--- config.mk ---
export PLATFORM = sky130hd
export DESIGN_NAME = i2c_gain_slave
export DESIGN_NICKNAME = d
export VERILOG_FILES = /design/src/rtl/i2c_gain_slave.sv
export SDC_FILE = /design/constraint.sdc
export NUM_CORES = 1
export LEC_CHECK = 0
export ABC_AREA = 1
export CORE_MARGIN = 1.5
export CORE_UTILIZATION = 35
export DETAILED_ROUTE_END_ITERATION = 12
export GPL_TIMING_DRIVEN = 0
export SLEW_MARGIN = 20
export SYNTH_ARGS = -nofsm -noshare
export SYNTH_HDL_FRONTEND = slang
export SYNTH_SLANG_ARGS = --single-unit
--- constraint.sdc ---
create_clock -name clk -period 1.9 [get_ports clk]
set_input_delay 0.285 -clock clk [delete_from_list [all_inputs] [get_ports clk]]
set_output_delay 0.285 -clock clk [all_outputs]
set_load 0.03 [all_outputs]
--- src/rtl/i2c_gain_slave.sv ---
// I2C register slave exposing NUM_GAINS 8-bit gain registers at addresses 1..NUM_GAINS.
// Define I2C_GAIN_READ_EN to also serve R/W=1 (read) transfers.
module i2c_gain_slave #(
  parameter logic [6:0]  SLAVE_ADDR = 7'h6A,
  parameter int unsigned NUM_GAINS  = 10
) (
  input  logic                   clk,
  input  logic                   rst_n,
  input  logic                   scl,
  input  logic                   sda_in,
  output logic                   sda_oe,
  output logic [7:0]             reg_addr,
  output logic [7:0]             reg_data,
  output logic                   reg_we,
  output logic [8*NUM_GAINS-1:0] gains,
  output logic                   busy
);

  typedef enum logic [3:0] {
    IDLE, DEV_ADDR, DEV_ACK, REG_ADDR, REG_ACK, DATA, DATA_ACK, WAIT_STOP
`ifdef I2C_GAIN_READ_EN
    , RD_DATA, RD_ACK
`endif
  } state_t;

  state_t                 r_state, w_state_nx;
  logic                   r_scl_s1, r_scl_s2, r_scl_d;
  logic                   r_sda_s1, r_sda_s2, r_sda_d;
  logic [6:0]             r_shift;
  logic [3:0]             r_bit_cnt;
  logic                   r_sda_oe;
  logic [7:0]             r_reg_addr, r_reg_data;
  logic                   r_reg_we, r_busy;
  logic [8*NUM_GAINS-1:0] r_gains;

  logic       w_scl_rise, w_scl_fall, w_start, w_stop;
  logic [7:0] w_rx_byte;
  logic       w_byte_done, w_addr_ok;

`ifdef I2C_GAIN_READ_EN
  logic       r_rw;
  logic [7:0] r_tx;
  logic [7:0] w_rdata;

  always_comb begin
    w_rdata = '0;
    for (int unsigned k = 1; k <= NUM_GAINS; k++)
      if (r_reg_addr == 8'(k)) w_rdata = r_gains[8*k-1 -: 8];
  end
`endif

  always_ff @(posedge clk or negedge rst_n) begin
    if (!rst_n) begin
      r_scl_s1 <= 1'b1; r_scl_s2 <= 1'b1; r_scl_d <= 1'b1;
      r_sda_s1 <= 1'b1; r_sda_s2 <= 1'b1; r_sda_d <= 1'b1;
    end else begin
      r_scl_s1 <= scl;    r_scl_s2 <= r_scl_s1; r_scl_d <= r_scl_s2;
      r_sda_s1 <= sda_in; r_sda_s2 <= r_sda_s1; r_sda_d <= r_sda_s2;
    end
  end

  assign w_scl_rise  = r_scl_s2 & ~r_scl_d;
  assign w_scl_fall  = ~r_scl_s2 & r_scl_d;
  assign w_start     = r_scl_s2 & r_scl_d & r_sda_d & ~r_sda_s2;
  assign w_stop      = r_scl_s2 & r_scl_d & ~r_sda_d & r_sda_s2;
  assign w_rx_byte   = {r_shift, r_sda_s2};
  assign w_byte_done = w_scl_rise && (r_bit_cnt == 4'd7) &&
                       (r_state == DEV_ADDR || r_state == REG_ADDR || r_state == DATA);
`ifdef I2C_GAIN_READ_EN
  assign w_addr_ok   = (w_rx_byte[7:1] == SLAVE_ADDR);
`else
  assign w_addr_ok   = (w_rx_byte[7:1] == SLAVE_ADDR) && !w_rx_byte[0];
`endif

  always_ff @(posedge clk or negedge rst_n) begin
    if (!rst_n) r_state <= IDLE;
    else        r_state <= w_state_nx;
  end

  // ACK states hold through two SCL falls: the first asserts sda_oe, the second releases it.
  always_comb begin
    w_state_nx = r_state;
    if (w_stop) w_state_nx = IDLE;
    else if (w_start) w_state_nx = DEV_ADDR;
    else begin
      case (r_state)
        DEV_ADDR: if (w_byte_done) w_state_nx = w_addr_ok ? DEV_ACK : WAIT_STOP;
        DEV_ACK:
          if (w_scl_fall && r_sda_oe) begin
`ifdef I2C_GAIN_READ_EN
            w_state_nx = r_rw ? RD_DATA : REG_ADDR;
`else
            w_state_nx = REG_ADDR;
`endif
          end
        REG_ADDR: if (w_byte_done) w_state_nx = REG_ACK;
        REG_ACK:  if (w_scl_fall && r_sda_oe) w_state_nx = DATA;
        DATA:     if (w_byte_done) w_state_nx = DATA_ACK;
        DATA_ACK: if (w_scl_fall && r_sda_oe) w_state_nx = DATA;
`ifdef I2C_GAIN_READ_EN
        RD_DATA:  if (w_scl_fall && r_bit_cnt == 4'd8) w_state_nx = RD_ACK;
        RD_ACK:
          if (w_scl_rise && r_sda_s2) w_state_nx = WAIT_STOP;
          else if (w_scl_fall && r_bit_cnt != '0) w_state_nx = RD_DATA;
`endif
        default: ;
      endcase
    end
  end

  always_ff @(posedge clk or negedge rst_n) begin
    if (!rst_n) begin
      r_shift    <= '0;
      r_bit_cnt  <= '0;
      r_sda_oe   <= 1'b0;
      r_reg_addr <= '0;
      r_reg_data <= '0;
      r_reg_we   <= 1'b0;
      r_busy     <= 1'b0;
      r_gains    <= '0;
`ifdef I2C_GAIN_READ_EN
      r_rw       <= 1'b0;
      r_tx       <= '0;
`endif
    end else begin
      r_reg_we <= 1'b0;
      if (w_stop) begin
        r_sda_oe  <= 1'b0;
        r_busy    <= 1'b0;
        r_bit_cnt <= '0;
      end else if (w_start) begin
        r_sda_oe  <= 1'b0;
        r_bit_cnt <= '0;
      end else begin
        case (r_state)
          DEV_ADDR, REG_ADDR, DATA:
            if (w_scl_rise) begin
              r_shift   <= w_rx_byte[6:0];
              r_bit_cnt <= w_byte_done ? 4'd0 : r_bit_cnt + 4'd1;
              if (w_byte_done) begin
                if (r_state == DEV_ADDR) begin
                  r_busy <= w_addr_ok;
`ifdef I2C_GAIN_READ_EN
                  r_rw   <= w_rx_byte[0];
`endif
                end else if (r_state == REG_ADDR) begin
                  r_reg_addr <= w_rx_byte;
                end else begin
                  r_reg_data <= w_rx_byte;
                  r_reg_we   <= 1'b1;
                  for (int unsigned k = 1; k <= NUM_GAINS; k++)
                    if (r_reg_addr == 8'(k)) r_gains[8*k-1 -: 8] <= w_rx_byte;
                end
              end
            end
          DEV_ACK, REG_ACK, DATA_ACK:
            if (w_scl_fall) begin
              r_sda_oe <= ~r_sda_oe;
              if (r_sda_oe && r_state == DATA_ACK) r_reg_addr <= r_reg_addr + 8'd1;
`ifdef I2C_GAIN_READ_EN
              // Read transfer: first data bit goes out on the same fall that ends the ACK.
              if (r_sda_oe && r_state == DEV_ACK && r_rw) begin
                r_sda_oe <= ~w_rdata[7];
                r_tx     <= {w_rdata[6:0], 1'b0};
              end
`endif
            end
`ifdef I2C_GAIN_READ_EN
          RD_DATA:
            if (w_scl_rise) r_bit_cnt <= r_bit_cnt + 4'd1;
            else if (w_scl_fall) begin
              if (r_bit_cnt == 4'd8) begin
                r_sda_oe   <= 1'b0;
                r_bit_cnt  <= '0;
                r_reg_addr <= r_reg_addr + 8'd1;
              end else if (r_bit_cnt != '0) begin
                r_sda_oe <= ~r_tx[7];
                r_tx     <= {r_tx[6:0], 1'b0};
              end
            end
          RD_ACK:
            if (w_scl_rise) r_bit_cnt <= 4'd1;
            else if (w_scl_fall && r_bit_cnt != '0) begin
              r_bit_cnt <= '0;
              r_sda_oe  <= ~w_rdata[7];
              r_tx      <= {w_rdata[6:0], 1'b0};
            end
`endif
          default: ;
        endcase
      end
    end
  end

  assign sda_oe   = r_sda_oe;
  assign reg_addr = r_reg_addr;
  assign reg_data = r_reg_data;
  assign reg_we   = r_reg_we;
  assign gains    = r_gains;
  assign busy     = r_busy;

endmodule
==> impl_results.md, run 1 <==
- Clock Tree Buf Depth: 2
- Final net count: 775
- CTS H-tree lvls: 4
- R2r setup slk: approximately 110 ps
- Min-delay worst type: in2reg
- Filler cells: about 1400
- Worst IR Drop VDD: approximately 0.75 mV
- Yosys Warn Count: 0
- Syn nets: approximately 650
- Area of the multi-input gates: between 0.002 and 0.0025 mm2
- Placed wire-length estimate: about 11000 um
- Routed len/inst: 15.9 um
- GR peak layer: met2
- Area share of the largest cell type after synthesis: 0.527
- Gr ovfl total: 0
- Clock Skews: approximately 8.4 ps
- Yosys cell types: 26
- Pre-CTS setup slack: -114 ps
- Layout area overhead: 39.1%
- CP max stage delay: 700 ps
- Clock Sinks: 119
- Cells after synthesis: 638
- Static leakage: 3.69 nW
- Met3 Use GR: 0.0430
- Layout cells sized above 1: 0.119
- Tot GR Track Use: 0.198
- Avg Synthesized Cell Area: roughly 8.4 um2
- Global-route met1 utilization: 0.268
- Skew-Pair Late Insertion Delay: 420 ps
- Mapped Area: between 0.005 and 0.006 mm2
- ANT nets after route: 0
- Max_slew headroom: 0.511
- GR Util met2: 0.307
- Worst path arrival time: 1540 ps
- P per Cell Area: around 1200 mW/mm2
- Chip Width: between 100 and 150 um
- Worst path depth: 1
- Status: completed
- Die ar.: 0.0161 mm2
- Setup_tns: 0 ps
- Hold Path Stages: 1
- DRT iter0 DRCs: about 280
- Crit-path slowest cell: clkdlybuf4s50_1
- FP Rows: 45
- Worst-Margin Slew: between 700 and 800 ps
- CP top delay family: buffers and inverters
- Global-route wire length before repair: between 20000 and 25000 um
- Final setup fails: 0
- RSZ-0062 raised after global routing: yes
- 1st-pass router iterations: 4
- Area contributors post-synth: dfrtp_1, nand2_1, nand4_1
- Die Span Y: roughly 130 um
- Num CTS Buffers: 17
- Worst Path Buf+Inv: 1
- Worst Path Required: between 1500 and 2000 ps
- Core Box Area: 0.0151 mm2
- Post-route cell area: approximately 0.0075 mm2
- Fin crit period: around 1800 ps
- Pin count of the biggest net entering global routing: 64
- WL final: 15400 um
- Via/cell ratio: 4.99
- Clk slew on worst S/H paths: around 50 ps
- TritonCTS clock tree: built
- Vias after detailed routing: slightly below 5000
- Final hold vios: 0
- Antenna violations before repair: 0
- Final core utilization: 0.495
- Max-Cap Viols: 0
- Setup ws final: between 70 and 80 ps
- Worst path cell trace: clkdlybuf4s50_1
- IO Pins: 103
- Hold_ws: approximately 270 ps
- Post-synth top area cell: dfrtp_1
- Tcrit/Tclk final: 0.958
- Vias in the first global route: 4648
- Drt drc: 0
- Sequential Area: 0.00299 mm2
- GPL Wtd Cong: between 0.8 and 0.9
- Worst R2R Path Depth: 10
- Placed Area: 0.00665 mm2
- Crit end category: output pin
- CTS root buffer: clkbuf_16
- CP Launch Type: register
- Antenna diodes: 0
- Seq/Total Area, Yosys: 0.556
- Yosys reg bits: 119
- PortBufs: about 100
- Achievable Freq: ~550 MHz
- Crit path kind: reg2out
- CP Max Fanout: 5
- Slew Viols, Final: 0
- Initial core utilization: 0.356
[worst reg2reg max path, stage by stage, from the launching register on]
cell and delay [ps]:
dfrtp_1 400, ha_2 220, nand3_2 110, nor2_2 150, nand2_2 70, nor2_4 120, buf_12 150, buf_12 140
buf_8 130, nand4_1 120, nand2_1 110
[final cells by class]
type / instances / share of cell area
Timing Repair Buffer: 115 / 0.157
Multi-Input combinational cell: 435 / 0.283
Tap cell: 188 / 0.0315
Clock inverter: 5 / 0.00704
Clock buffer: 27 / 0.0660
Buffer: 32 / 0.0320
Sequential cell: 119 / 0.401
Inverter: 46 / 0.0236
[through the flow]
| step | cells | power (W) |
|---|---|---|
| finish | 967 | 0.00867 |
| global route | 967 | 0.00915 |
| CTS | 966 | 0.00849 |
| detailed placement | 929 | 0.00551 |
| global placement | 928 | 0.00544 |
| floorplan | 638 | 0.00463 |
[placed cells by master (no fill, tap or decap), types with 11 or more instances in the layout]
cell type	count
a21oi_1	14
nand2_1	242
buf_4	11
clkdlybuf4s50_1	98
nor2_1	27
nand3_1	31
clkbuf_1	16
clkbuf_16	18
o21ai_0	25
inv_1	43
nand4_1	65
dfrtp_1	112
[report_power, final]
| group | internal, W | switching (W) | total, W | leakage [nW] |
|---|---|---|---|---|
| logic | 0.000709 | 0.00196 | 0.00266 | 1.80 |
| clock network | 0.00189 | 0.00108 | 0.00298 | 0.265 |
| registers | 0.00275 | 0.000276 | 0.00303 | 1.62 |
| total | 0.00535 | 0.00332 | 0.00867 | 3.69 |
[layer usage]
| metal | vias to the layer above | part of all wire |
|---|---|---|
| met5 | - | 0 |
| met1 | 2301 | 0.45 |
| li1 | 2341 | - |
| met3 | 35 | 0.057 |
| met2 | 148 | 0.47 |
| met4 | 0 | 0.028 |
[final timing paths]
check | start | endpoint
max | reg_addr[4] | reg_addr[4]
min | scl | r_scl_s1
max reg2reg | r_bit_cnt[0] | gains[71]
min reg2reg | r_scl_s1 | r_scl_s2
max in group asynchronous | rst_n | r_scl_s1
min in group asynchronous | rst_n | gains[60]
[state kept, by name (all words and copies together) (netlist names), 3 cells and up]
signal	cells
r_state	3
r_bit_cnt	4
r_shift	7
reg_data	8
reg_addr	8
gains	80
[cells in the mapped netlist]
cell        n
nand4_2     1
a21oi_4     1
nand3_1    34
nor2_1     31
dfrtp_1   113
xor2_1      1
nand3b_1    1
o31ai_1     1
buf_6       1
ha_1        5
a21oi_1    14
nor2_4      1
nand2_1   244
buf_4       8
o22ai_1     1
o21ai_0    25
o21ai_1     1
nand3_2     5
inv_2       2
nand4_1    65
dfstp_2     6
clkbuf_1   19
inv_1      44
nor2_2      3
a21boi_0    1
buf_2      10
[cell families (layout without fill, tap and decap cells)]
logic type,after synthesis,in the layout,share of synthesized area
simple gates,385,385,0.318
flops,119,119,0.556
buf+inv,84,225,0.0681
compound gates,44,44,0.0443
fa+ha+maj,5,5,0.0117
xor+xnor,1,1,0.00163
[what timing repair did]
action                                  4_1_cts  5_1_grt
gates resized for setup                       7       51
endpoints found under the setup margin       81       96
hold endpoints to repair                     56        0
pin swaps                                     1        7
gates cloned                                  0        1
buffers inserted                              5        5
hold buffers                                  1        0
Power figures use the tool's default switching activity.
==> run 2, diff against run 1 <==
--- a/config.mk
+++ b/config.mk
@@ -5,7 +5,6 @@
 export SDC_FILE = /design/constraint.sdc
 export NUM_CORES = 1
 export LEC_CHECK = 0
-export ABC_AREA = 1
 export CORE_MARGIN = 1.5
 export CORE_UTILIZATION = 35
 export DETAILED_ROUTE_END_ITERATION = 12
==> run 2 against run 1 <==
Net effect: sequential power shrank 6.9%; wire length shrank 13%; clock power up 14%; largest cell class unchanged; global-route usage down 1.0 points; final cell count is 27% lower; combinational power down 74%; core utilization increased by 3.5 points; critical path depth grew 5; non-clock buffer count did not move; via count decreased by 26%; register-to-register slack got worse by 110 ps; clock skew increased by 2.0 ps.
==> impl_results.md, run 2 <==
- WL final: 13300 um (-13%)
- Seq/Total Area, Yosys: 0.588 (+0.0318)
- ANT nets after route: 0 (unchanged)
- Placed Area: 0.00636 mm2 (-4.5%)
- Area contributors post-synth: dfrtp_1, mux2_2, dfstp_2
- CTS H-tree lvls: 4 (unchanged)
- Syn nets: 380 (-41%)
- CTS root buffer: clkbuf_16
- Tcrit/Tclk final: 1.00 (+0.0412)
- Vias after detailed routing: 3579 (-26%)
- Max_slew headroom: 0.549 (+0.0381)
- Max reg flops: 80 (unchanged)
- Fin crit period: 1900 ps (+78.3 ps)
- GPL Wtd Cong: 0.829 (-5.7%)
- Final hold vios: 0 (unchanged)
- CP Max Fanout: 8 (+3)
- FP Rows: 43 (-4.4%)
- Crit path from: reg_addr[5]
- IO Pins: 103 (unchanged)
- Switching part of the total: 0.256 (-0.127)
- CP max stage delay: 430 ps (-270 ps)
- Static leakage: 3.41 nW (-7.7%)
- Logic pwr share: 0.100 (-0.207)
- Post-route cell area: 0.00744 mm2 (-0.28%)
- Die Span Y: 123 um (-2.7%)
- Most common cell in the synthesized netlist: dfrtp_1
- Final setup fails: 0 (unchanged)
- 1st-pass router iterations: 6 (+2)
- Crit-path slowest cell: dfrtp_2
- DRT iter0 DRCs: 175 (-37%)
- Worst IR Drop VDD: 0.624 mV (-17%)
- Routed len/inst: 18.8 um (+18%)
- Top FF cell, synth: dfrtp_1
- Die ar.: 0.0152 mm2 (-5.3%)
- Max-Cap Viols: 0 (unchanged)
- Cells after synthesis: 371 (-42%)
- CP Launch Type: register
- Layout area overhead: 46.6%
- PortBufs: 102 (unchanged)
- Commonest cells in the netlist: dfrtp_1, mux2_2, nand2_1
- Crit end category: register
- Final net count: 524 (-32%)
- Sequential fraction of design power: 0.408 (+0.059)
- Layout cells sized above 1: 0.366 (+0.246)
- Antenna violations before repair: 0 (unchanged)
- Pin count of the biggest net entering global routing: 67 (+4.7%)
- Worst Path Required: 2190 ps (+570 ps)
- Antenna diodes: 0 (unchanged)
- Num CTS Buffers: 17 (unchanged)
- Chip Width: 123 um (-2.7%)
- Post-synth top area cell: dfrtp_1
- Int Power: 0.00514 W (-4.0%)
- Yosys reg bits: 119 (unchanged)
- Core Box Area: 0.0140 mm2 (-6.9%)
- Worst-Margin Slew: 677 ps (-57.1 ps)
- Clock Sinks: 119 (unchanged)
- Synth async-reset ratio: 1.00 (unchanged)
- Worst r2r src: reg_addr[5]
- P per Cell Area: 927 mW/mm2 (-20%)
- Clk network pwr share: 0.492 (+0.149)
- Status: completed
- Number of synthesized flops with an enable pin: 0 (unchanged)
- RSZ-0062 raised after global routing: yes
- Avg Synthesized Cell Area: 13.7 um2 (+63%)
- Most frequent cells in the layout: dfrtp_1, clkdlybuf4s50_1, mux2_2
- Drt drc: 0 (unchanged)
- Worst path arrival time: 2190 ps (+650 ps)
- Gr ovfl total: 0 (unchanged)
- R2r setup slk: 0.8 ps (-110 ps)
- Final core utilization: 0.530 (+0.0354)
- Yosys cell types: 51 (+96%)
- Area of the multi-input gates: 0.00219 mm2 (+3.8%)
- Yosys Warn Count: 0 (unchanged)
- Clock Skews: 10.4 ps (+2.05 ps)
- Achievable Freq: 527 MHz (-4.1%)
- Placed wire-length estimate: 8500 um (-20%)
- TritonCTS clock tree: built
- Vias in the first global route: 3917 (-16%)
- Area share of the largest cell type after synthesis: 0.557 (+0.0301)
- Slew Viols, Final: 0 (unchanged)
- Mapped Area: 0.00508 mm2 (-5.4%)
- Clk slew on worst S/H paths: 50 ps (about the same)
- Net Switching: 0.00176 W (-47%)
- Crit path kind: reg2reg
- Via/cell ratio: 5.06 (+1.3%)
- Initial core utilization: 0.362 (+0.00586)
- Min-delay worst type: in2reg
- Global-route wire length before repair: 21000 um (-14%)
- Hold Startpoint: scl
- Sequential Area: 0.00299 mm2 (unchanged)
- Skew-Pair Late Insertion Delay: 410 ps (about the same)
- Tot GR Track Use: 0.188 (-0.0101)
- Filler cells: 1177 (-18%)
- Worst path cell trace: nor4_4 -> buf_4 -> and4_1 -> buf_6 -> nand4b_4 -> mux2_2
- Most common cell after layout, fill and taps aside: dfrtp_1
- Clock Tree Buf Depth: 2 (unchanged)
-- run 2: cell type report --
type,instances,area share
tap,180,0.0303
clock inverter,12,0.0235
multi-input combinational,228,0.294
clock buffer,20,0.0613
sequential,119,0.402
buffer,20,0.0145
inverter,2,0.00101
timing repair buffer,127,0.173
-- run 2: metal layers --
metal	vias up	wire (um)	part of all wire	global-route usage
met1	1833	5710	0.43	0.229
met2	108	6380	0.48	0.304
met4	0	126	0.0095	0.0496
met3	12	1090	0.082	0.0830
li1	1626	-	-	-
met5	-	0	0	0
-- run 2: repair_timing --
action                                 in CTS  in global routing
endpoints found under the hold margin      53                  0
pin swaps                                   8                  5
hold buffers                                1                  0
buffers inserted                           15                  8
setup endpoints to repair                  98                 78
resized for setup                          33                 32
-- run 2: worst paths after layout --
path	to	cells after the start
max	gains[63]	6
max reg2reg	gains[63]	6
min	r_scl_s1	1
min reg2reg	r_sda_s2	0
min in group asynchronous	gains[5]	2
max in group asynchronous	r_sda_s2	3
-- run 2: critical path: cells and delay by family (launching register included) --
family,cells,cell delay [ps]
and+or+nand+nor,3,690
buffers and inverters,2,330
DFF,1,430
muxes,1,330
-- run 2: cells by family (layout without fill, tap and decap cells) --
logic type	Yosys count	after routing	synth area share
xor gates and xnor gates	3	3	0.00517
muxes	94	94	0.207
AOI/OAI and AO/OA	36	36	0.0540
adders and majority gates	5	5	0.0123
and+or+nand+nor	90	90	0.113
buffers and inverters	24	181	0.0207
DFF	119	119	0.588
-- run 2: power groups by stage --
stage / combinational, W / sequential (W) / clock [W]
floorplan: 0.000343 / 0.00278 / 0
global placement: 0.000580 / 0.00285 / 0
detailed placement: 0.000603 / 0.00286 / 0
CTS: 0.000670 / 0.00281 / 0.00346
global route: 0.000770 / 0.00283 / 0.00357
finish: 0.000689 / 0.00282 / 0.00339
-- run 2: stage by stage --
step | std cells | setup TNS (ps) | total power, W | setup WS [ps] | hold WS [ps]
after floorplan | 371 | 0 | 0.00312 | 10.9 | -10.6
after global placement | 653 | -486550 | 0.00343 | -4480 | 348
after detailed placement | 654 | -19740 | 0.00347 | -348 | 268
after CTS | 702 | -210 | 0.00695 | -19.2 | 276
after global routing | 708 | -2080 | 0.00717 | -102 | 283
final | 708 | 0 | 0.00690 | 0.848 | 288
